[config.mk]
export PLATFORM = sky130hd
export DESIGN_NAME = spi_serf
export DESIGN_NICKNAME = d
export VERILOG_FILES = /design/src/rtl/spi_pkg.sv /design/src/rtl/spi_serf_sync_edge_det.sv /design/src/rtl/spi_serf.sv
export SDC_FILE = /design/constraint.sdc
export NUM_CORES = 1
export LEC_CHECK = 0
export CORE_UTILIZATION = 51
export CTS_BUF_LIST = sky130_fd_sc_hd__clkbuf_8 sky130_fd_sc_hd__clkbuf_16
export CTS_CLUSTER_DIAMETER = 60
export DETAILED_ROUTE_END_ITERATION = 6
export HOLD_SLACK_MARGIN = 0.1
export PLACE_DENSITY = 0.84
export SYNTH_ARGS = -nofsm -noshare
export SYNTH_HDL_FRONTEND = slang
export SYNTH_SLANG_ARGS = --single-unit
[constraint.sdc]
create_clock -name clk -period 2 [get_ports clk]
set_input_delay 0.2 -clock clk [delete_from_list [all_inputs] [get_ports clk]]
set_output_delay 0.2 -clock clk [all_outputs]
set_load 0.01 [all_outputs]
[src/rtl/spi_pkg.sv]
// -----------------------------------------------------------------------------
// spi_pkg
// Shared types and defaults for the on-chip SPI link.
//   serf_state_t    : responder FSM states (IDLE, XFER)
//   SPI_FRAME_W     : bits per SPI frame (16)
//   SPI_SYNC_STAGES : default metastability chain length (2)
// -----------------------------------------------------------------------------
package spi_pkg;

  typedef enum logic {
    IDLE = 1'b0,
    XFER = 1'b1
  } serf_state_t;

  localparam int SPI_FRAME_W     = 16;
  localparam int SPI_SYNC_STAGES = 2;

endpackage : spi_pkg

[src/rtl/spi_serf_sync_edge_det.sv]
// -----------------------------------------------------------------------------
// sync_edge_det
// Brings one asynchronous level into the clk domain through a STAGES-deep
// flop chain, then flags single-cycle rising/falling edges of the synchronized
// level. All flops reset to 1 so an idle-high line produces no edge at reset.
// Ports:
//   clk   in  system clock
//   rst_n in  synchronous active-low reset
//   din   in  asynchronous input level
//   rise  out 1-clk pulse on a synchronized 0->1 transition
//   fall  out 1-clk pulse on a synchronized 1->0 transition
// -----------------------------------------------------------------------------
module sync_edge_det #(
  parameter int STAGES = 2
) (
  input  logic clk,
  input  logic rst_n,
  input  logic din,
  output logic rise,
  output logic fall
);

  logic [STAGES-1:0] sync_q;
  logic [STAGES-1:0] sync_d;
  logic              prev_q;
  logic              prev_d;

  always_comb begin
    sync_d = {sync_q[STAGES-2:0], din};
    prev_d = sync_q[STAGES-1];
  end

  always_ff @(posedge clk) begin
    if (!rst_n) begin
      sync_q <= '1;
      prev_q <= 1'b1;
    end else begin
      sync_q <= sync_d;
      prev_q <= prev_d;
    end
  end

  // Edges compare the settled chain output against its one-clock-old copy.
  assign rise = sync_q[STAGES-1] & ~prev_q;
  assign fall = ~sync_q[STAGES-1] & prev_q;

endmodule : sync_edge_det

[src/rtl/spi_serf.sv]
// -----------------------------------------------------------------------------
// spi_serf
// SPI responder: far end of the 16-bit SPI monarch link. Synchronizes SS_n,
// SCLK and MOSI, receives one frame per SS_n-low window, returns tx_data on
// MISO (MSB first) and pulses rdy once rx_data holds a complete frame.
// SCLK idles high; the monarch drives MOSI after SCLK rises and samples MISO
// shortly after SCLK rises, so MISO only moves on SCLK falls.
//
// Optional feature macro: SPI_SERF_FRAME_ERR_EN
//   defined   -> frm_err pulse + 8-bit saturating err_cnt for bad frames
//   undefined -> bad frames are silently dropped, ports absent
//
// Ports:
//   clk      in   system clock
//   rst_n    in   synchronous active-low reset
//   SS_n     in   async select, active low
//   SCLK     in   async serial clock, idles high
//   MOSI     in   async serial data in, MSB first
//   MISO     out  serial data out, MSB first
//   tx_data  in   response word, captured when SS_n falls
//   rx_data  out  last complete received frame
//   rdy      out  1-clk pulse after rx_data is updated
//   frm_err  out  (macro) 1-clk pulse on a frame with wrong bit count
//   err_cnt  out  (macro) saturating count of bad frames
// -----------------------------------------------------------------------------
module spi_serf
  import spi_pkg::*;
#(
  parameter int FRAME_W     = SPI_FRAME_W,
  parameter int SYNC_STAGES = SPI_SYNC_STAGES
) (
  input  logic               clk,
  input  logic               rst_n,
  input  logic               SS_n,
  input  logic               SCLK,
  input  logic               MOSI,
  output logic               MISO,
  input  logic [FRAME_W-1:0] tx_data,
  output logic [FRAME_W-1:0] rx_data,
  output logic               rdy
`ifdef SPI_SERF_FRAME_ERR_EN
  ,
  output logic               frm_err,
  output logic [7:0]         err_cnt
`endif
);

  // One extra bit beyond FRAME_W so an over-long frame never wraps back to a
  // "valid" count.
  localparam int               CNT_W    = $clog2(FRAME_W + 1) + 1;
  localparam logic [CNT_W-1:0] FULL_CNT = CNT_W'(FRAME_W);

  function automatic logic [CNT_W-1:0] sat_inc_cnt(input logic [CNT_W-1:0] v);
    return (&v) ? v : v + 1'b1;
  endfunction

`ifdef SPI_SERF_FRAME_ERR_EN
  function automatic logic [7:0] sat_inc_err(input logic [7:0] v);
    return (&v) ? v : v + 1'b1;
  endfunction
`endif

  // ---------------------------------------------------------------------------
  // Input synchronization
  // ---------------------------------------------------------------------------
  logic ss_rise;
  logic ss_fall;
  logic sclk_rise;
  logic sclk_fall;

  sync_edge_det #(.STAGES(SYNC_STAGES)) u_ss_sync (
    .clk  (clk),
    .rst_n(rst_n),
    .din  (SS_n),
    .rise (ss_rise),
    .fall (ss_fall)
  );

  sync_edge_det #(.STAGES(SYNC_STAGES)) u_sclk_sync (
    .clk  (clk),
    .rst_n(rst_n),
    .din  (SCLK),
    .rise (sclk_rise),
    .fall (sclk_fall)
  );

  // MOSI goes through the same chain depth, so its last stage lines up with
  // the SCLK level that produced sclk_rise.
  logic [SYNC_STAGES-1:0] mosi_sync_q;
  logic [SYNC_STAGES-1:0] mosi_sync_d;
  logic                   mosi_sync;

  assign mosi_sync = mosi_sync_q[SYNC_STAGES-1];

  // ---------------------------------------------------------------------------
  // FSM, shift register, bit counter
  // ---------------------------------------------------------------------------
  serf_state_t        state_q,     state_d;
  logic [FRAME_W-1:0] shft_q,      shft_d;
  logic               smpl_q,      smpl_d;
  logic [CNT_W-1:0]   bit_cnt_q,   bit_cnt_d;
  logic               rise_seen_q, rise_seen_d;
  logic [FRAME_W-1:0] rx_data_q,   rx_data_d;
  logic               rdy_pend_q,  rdy_pend_d;
  logic               rdy_q,       rdy_d;
  logic               miso_q,      miso_d;
  logic               bad_frame;
`ifdef SPI_SERF_FRAME_ERR_EN
  logic               frm_err_q,   frm_err_d;
  logic [7:0]         err_cnt_q,   err_cnt_d;
`endif

  always_comb begin
    mosi_sync_d = {mosi_sync_q[SYNC_STAGES-2:0], MOSI};

    state_d     = state_q;
    shft_d      = shft_q;
    smpl_d      = smpl_q;
    bit_cnt_d   = bit_cnt_q;
    rise_seen_d = rise_seen_q;
    rx_data_d   = rx_data_q;
    rdy_pend_d  = 1'b0;
    rdy_d       = rdy_pend_q;
    bad_frame   = 1'b0;

    unique case (state_q)
      IDLE: begin
        if (ss_fall) begin
          state_d     = XFER;
          shft_d      = tx_data;
          bit_cnt_d   = '0;
          rise_seen_d = 1'b0;
        end
      end
      XFER: begin
        // ss_rise has priority: a coincident SCLK edge is dropped.
        if (ss_rise) begin
          state_d = IDLE;
          if (bit_cnt_q == FULL_CNT) begin
            // Last sampled bit never sees an SCLK fall, so append it here.
            rx_data_d  = {shft_q[FRAME_W-2:0], smpl_q};
            rdy_pend_d = 1'b1;
          end else begin
            bad_frame = 1'b1;
          end
        end else if (sclk_rise) begin
          smpl_d      = mosi_sync;
          bit_cnt_d   = sat_inc_cnt(bit_cnt_q);
          rise_seen_d = 1'b1;
        end else if (sclk_fall && rise_seen_q) begin
          // The initial SCLK drop after select is not a shift edge.
          shft_d = {shft_q[FRAME_W-2:0], smpl_q};
        end
      end
      default: state_d = IDLE;
    endcase

    miso_d = (state_d == XFER) ? shft_d[FRAME_W-1] : 1'b0;

`ifdef SPI_SERF_FRAME_ERR_EN
    frm_err_d = bad_frame;
    err_cnt_d = bad_frame ? sat_inc_err(err_cnt_q) : err_cnt_q;
`endif
  end

  always_ff @(posedge clk) begin
    // Pure datapath holding registers; contents are don't-care in IDLE.
    shft_q <= shft_d;
    smpl_q <= smpl_d;
    if (!rst_n) begin
      mosi_sync_q <= '1;
      state_q     <= IDLE;
      bit_cnt_q   <= '0;
      rise_seen_q <= 1'b0;
      rx_data_q   <= '0;
      rdy_pend_q  <= 1'b0;
      rdy_q       <= 1'b0;
      miso_q      <= 1'b0;
`ifdef SPI_SERF_FRAME_ERR_EN
      frm_err_q   <= 1'b0;
      err_cnt_q   <= '0;
`endif
    end else begin
      mosi_sync_q <= mosi_sync_d;
      state_q     <= state_d;
      bit_cnt_q   <= bit_cnt_d;
      rise_seen_q <= rise_seen_d;
      rx_data_q   <= rx_data_d;
      rdy_pend_q  <= rdy_pend_d;
      rdy_q       <= rdy_d;
      miso_q      <= miso_d;
`ifdef SPI_SERF_FRAME_ERR_EN
      frm_err_q   <= frm_err_d;
      err_cnt_q   <= err_cnt_d;
`endif
    end
  end

  assign MISO    = miso_q;
  assign rx_data = rx_data_q;
  assign rdy     = rdy_q;
`ifdef SPI_SERF_FRAME_ERR_EN
  assign frm_err = frm_err_q;
  assign err_cnt = err_cnt_q;
`endif

endmodule : spi_serf

# ---- Word-level counts from Yosys, hierarchy flattened
# Index checks and enable logic that the tools add are counted.
# W data, S select, Z words.
dict set report totals {
  latchBits 0
  inputBits 21
  memories 0
  ff_bits 52
  ramBits 0
  mem_bits_ro 0
}
dict set report classes {
  add_sub_neg 1
  n_eq_ne 7
  bitwise_logic 10
  n_reduce_logical 9
  magnitude_cmp 0
  muxes 18
  n_mul 0
  n_shift 0
  div_mod_pow 0
}
# op count
set ops {}
lappend ops {{$mux W16} 4}
lappend ops {{$pmux W16 S2} 1}
lappend ops {{$mux W6} 4}
lappend ops {{$pmux W6 S2} 1}
lappend ops {{$reduce_and A3 Y1} 4}
lappend ops {{$ne A2 B2 Y1 const B} 5}
lappend ops {{$reduce_and A4 Y1} 2}
lappend ops {{$add A6 B1 Y6 const B} 1}
lappend ops {{$eq A6 B5 Y1 const B} 1}
lappend ops {{$mux W1} 6}
lappend ops {{$not A1 Y1} 6}
lappend ops {{$reduce_and A6 Y1} 1}
lappend ops {{$and A1 B1 Y1} 4}
lappend ops {{$pmux W1 S2} 2}
lappend ops {{$ne A2 B1 Y1 const B} 1}
lappend ops {{$reduce_and A2 Y1} 1}
lappend ops {{$logic_and A1 B1 Y1} 1}

# ---- Longest topological paths before layout
dict set report depth {
  ltp_word 7
  ltp_mapped 7
  depth_no_buf 5
}

# ---- By module
# A second synthesis with hierarchy kept.
dict set report hier_totals {
  cells_unflattened 176
  hier_area_um2 2085.8
}
# module cells_per_inst seq_area_each_um2 area_per_inst_um2 instances
set by_module_without_submodules {}
lappend by_module_without_submodules {spi_serf 160 1081.0 1903.1 1}
lappend by_module_without_submodules {sync_edge_det 8 60.1 91.3 2}

# ---- Least setup slack after synthesis
# No wires, ideal clock.
dict set report synth_path {
  path_kind {register -> register}
  startpoint {register u_ss_sync.sync_q[1]}
  endpoint {register shft_q[0], enable pin}
  synth_period_minus_slack_ns 1.528
  setup_slack_ns 0.472
  stages_incl_launch_ff 5
  arrival_time_ns 1.197
  required_ns 1.669
  path_cell_list {dfxtp_1 > nor2b_1 > buf_6 > nor4_4 > or2_2}
}
dict set report synth_via {
  elab_chain_len 4
  word_cells_on_any_way 6
}
# element line
set synth_rtl {}
lappend synth_rtl {{start, declared} spi_serf_sync_edge_det.sv:23} ;# logic [STAGES-1:0] sync_q;
lappend synth_rtl {{start signal, assigned} spi_serf_sync_edge_det.sv:38} ;# sync_q <= sync_d;
lappend synth_rtl {{$not A1 Y1} spi_serf_sync_edge_det.sv:45} ;# assign fall = ~sync_q[STAGES-1] & prev_q;
lappend synth_rtl {{$and A1 B1 Y1} spi_serf_sync_edge_det.sv:45}
lappend synth_rtl {{$ne A2 B2 Y1 (no source line)} --}
lappend synth_rtl {{$reduce_and A4 Y1 (no source line) (*)} --}
lappend synth_rtl {{end signal, assigned} spi_serf.sv:168} ;# shft_q <= shft_d;
lappend synth_rtl {{end, declared} spi_serf.sv:99} ;# logic [FRAME_W-1:0] shft_q, shft_d;
# Mark *: on every way between the ends. The rest lies on a longest branch, timed or not.
# A chain may end at the register's enable or synchronous reset.

# ---- Worst setup path in the final report
dict set report layout_path {
  startpoint {register state_q}
  endpoint {register shft_q[0], enable pin}
}
dict set report layout_via {
  elab_chain_len 3
  word_cells_on_any_way 6
}
# element line
set layout_rtl {}
lappend layout_rtl {{start, declared} spi_serf.sv:98} ;# serf_state_t state_q, state_d;
lappend layout_rtl {{start signal, assigned} spi_serf.sv:185} ;# state_q <= state_d;
lappend layout_rtl {{$not A1 Y1} --}
lappend layout_rtl {{$ne A2 B2 Y1 (no source line)} --}
lappend layout_rtl {{$reduce_and A4 Y1 (no source line) (*)} --}
# Marks and branches as above.

==> metrics <==
status complete, no violations; critical path class flop to flop; type of the most critical hold path flop to flop; reg-to-reg slack, setup 0.30 ns; Setup Slack @ Placement a little over 0.3 ns; clk_skew roughly 0.012 ns; CTS Sinks 52; vias in the first global route 1460; CP Max Fanout 15; hold buffer count at cts 0; clock slew at the register clock pins of the worst setup and hold paths about 0.09 ns; Clock Latency Late Sink around 0.32 ns; post-synthesis sequential area ratio between 50% and 60%; number of flops mapped to enable cells by yosys 16; final WL 4103 um; final hold vios 0; first-pass GRT wire length around 6600 um; Critical Path AT about 1.7 ns; ys async rst share 0%; sw frac ~23%; P_sw 415.2 uW; DR vias ~1.5k; core area approximately 0.0038 mm^2; worst reg2reg path startpoint state_q; Std-Cell Rows 22; #FFs+latches synth 52; Internal roughly 1400 uW; Fill cells between 200 and 300; Final #Nets between 200 and 250; # DRC 0; hold path depth 1; htree depth 2; die area between 0.004 and 0.005 mm^2; fin worst setup slack ~0.3 ns; Top Ports 39; vias per cell roughly 5.6; DRT iter0 DRCs 73; Avg WL per Cell approximately 15 um; R2R cell count 3; Detail Placement HPWL roughly 3000 um; layout cell share with drive strength beyond 1 roughly 11%; Syn-to-layout area delta 24.99%; synth top area cells dfxtp_1 34%, edfxtp_1 23%, mux2i_1 8.6%, a22o_1 6.3%, nor2_1 3.9%; unrepaired setup endpoints after global routing no; total negative slack 0 ns; number of diodes 0; HP Start u_ss_sync.sync_q[0]; Critical Path End Type flop; GRT Total Usage about a fifth; pins over their slew limit 0; starting density of the core 55.11%; clk root buf clkbuf_8; power share of the sequential group around three fifths; R2R Path End shft_q[0]; CP required between 1.5 and 2 ns; PD cells 702.3 mW/mm^2; logic gate share of total power approximately 6.3%; Pleak between 0.001 and 0.0015 uW; WHS Endpoint u_ss_sync.sync_q[1]; Remaining Overflow, GRT 0; Tmin final ~1.7 ns; # port buffers 38; FMAX 0.5883 GHz; DP Area ~0.0025 mm^2; area leader, netlist dfxtp_1; DR pass1 iterations 4; syn_area_per_cell 11.76 um^2; synth unique cells 37; Routed Antenna Nets 0; Finish-stage setup viols 0; Hold WS 0.4131 ns; # resized after CTS 0; syn nets 201; VDD IR max approximately 0.45 mV; crit start category flop; setup bufs post-CTS 0; initial antenna violation count 0; Longest Clk Path Bufs 2; Die H approximately 66 um; Slew headroom around two thirds; cell area after synthesis approximately 0.0021 mm^2; fin crit share a little over four fifths; synthesis warning total 0; Die W approximately 66 um; area fraction of the dominant cell type after synthesis about 34%; Cells after Synth 178; CTS tree done; CTS Buf Count 5; clock power share between 30% and 40%; Synth Flop Type dfxtp_1; Slew @ Worst Pin ~0.49 ns; routability cong. roughly 0.76; max-cap violations 0; largest net degree at the start of global routing 19; post-route cell area 0.002616 mm^2
[routing by layer]
layer | part of all wire (%) | global-route usage [%] | wire (um) | up-vias
met4 | 1.4 | 10.37 | 57 | 0
met2 | 50 | 34.82 | 2072 | 53
met1 | 42 | 25.25 | 1735 | 713
met3 | 5.8 | 4.138 | 238 | 6
li1 | - | - | - | 727
met5 | 0 | 0 | 0 | -
[worst max-delay path, cell delays in order, from the launching register on]
cell,delay (ns)
dfxtp_1,0.50
inv_1,0.18
nor4_4,0.31
or2_2,0.37
[synth_stat cells (2+ instances only)]
cell type and count:
a21oi_1 3, buf_6 2, clkbuf_1 3, buf_4 2, nand2b_1 11, mux2i_1 18
o22ai_1 3, nor2_1 22, edfxtp_1 16, o21a_1 3, a22o_1 15, and2_1 2
nor4_1 2, ha_1 2, dfxtp_1 36, inv_1 5, nand2_1 5, nand3_1 6
mux2_2 2, nor3_1 3
[sequential cells by signal, summed over array words and instances (netlist names), 2 cells and up]
signal and cells:
u_ss_sync.sync_q 2, bit_cnt_q 6, mosi_sync_q 2, shft_q 16
u_sclk_sync.sync_q 2, rx_data 16
[metrics by stage]
step | cells | util (%) | power, uW
floorplan | 178 | - | 1196
global placement | 262 | 66.47 | 1254
detailed placement | 262 | 66.47 | 1258
CTS | 270 | 68.87 | 1847
global route | 270 | 68.87 | 1899
finish | 270 | 68.87 | 1837
[kinds of logic after synthesis]
kind of cell    Yosys count  synth area share, %
simple gates             62                16.38
flops                    52                57.38
compound gates           27                11.00
mux                      21                10.40
buf+inv                  14                3.646
fa+ha+maj                 2                1.195
[how the worst max path moves through the flow]
| stage | start | endpoint | slack [ns] | depth (start not counted) |
|---|---|---|---|---|
| 2_1_floorplan | u_ss_sync.sync_q[1] | shft_q[0] | 0.47 | 4 |
| 3_3_place_gp | state_q | shft_q[7] | 0.36 | 3 |
| 3_5_place_dp | state_q | shft_q[7] | 0.31 | 3 |
| 4_1_cts | state_q | shft_q[3] | 0.29 | 3 |
| 5_1_grt | state_q | shft_q[3] | 0.18 | 3 |
| 6_report | state_q | shft_q[0] | 0.30 | 3 |
[final cells by class]
cell class	instances	area [um^2]	area share (%)
sequential	52	1201	45.91
multi-input combinational	112	815.8	31.18
timing repair buffer	44	425.4	16.26
clock buffer	5	68.82	2.630
tap	48	60.06	2.296
clock inverter	3	22.52	0.8608
inverter	6	22.52	0.8608
[power by group through the flow]
stage	Clock [uW]	Combinational (uW)	Sequential, uW
2_1_floorplan	0	58.3	1140
3_3_place_gp	0	113	1140
3_5_place_dp	0	116	1140
4_1_cts	613	116	1120
5_1_grt	655	124	1120
6_report	604	115	1120
[cell usage in the layout (no fill, tap or decap), types with 2 or more instances in the layout]
cell and instances:
dfxtp_1 36, edfxtp_1 16, buf_4 6, nand2_1 5
ha_1 2, a22o_1 15, nor4_1 2, o22ai_1 3
clkdlybuf4s50_1 38, and2_1 2, mux2i_1 18, mux2_2 2
o21a_1 3, nor2_1 22, clkbuf_8 5, nand3_1 6
a21oi_1 3, inv_1 5, nand2b_1 11, nor3_1 3
Note: power is estimated with default switching activity, not from simulation.
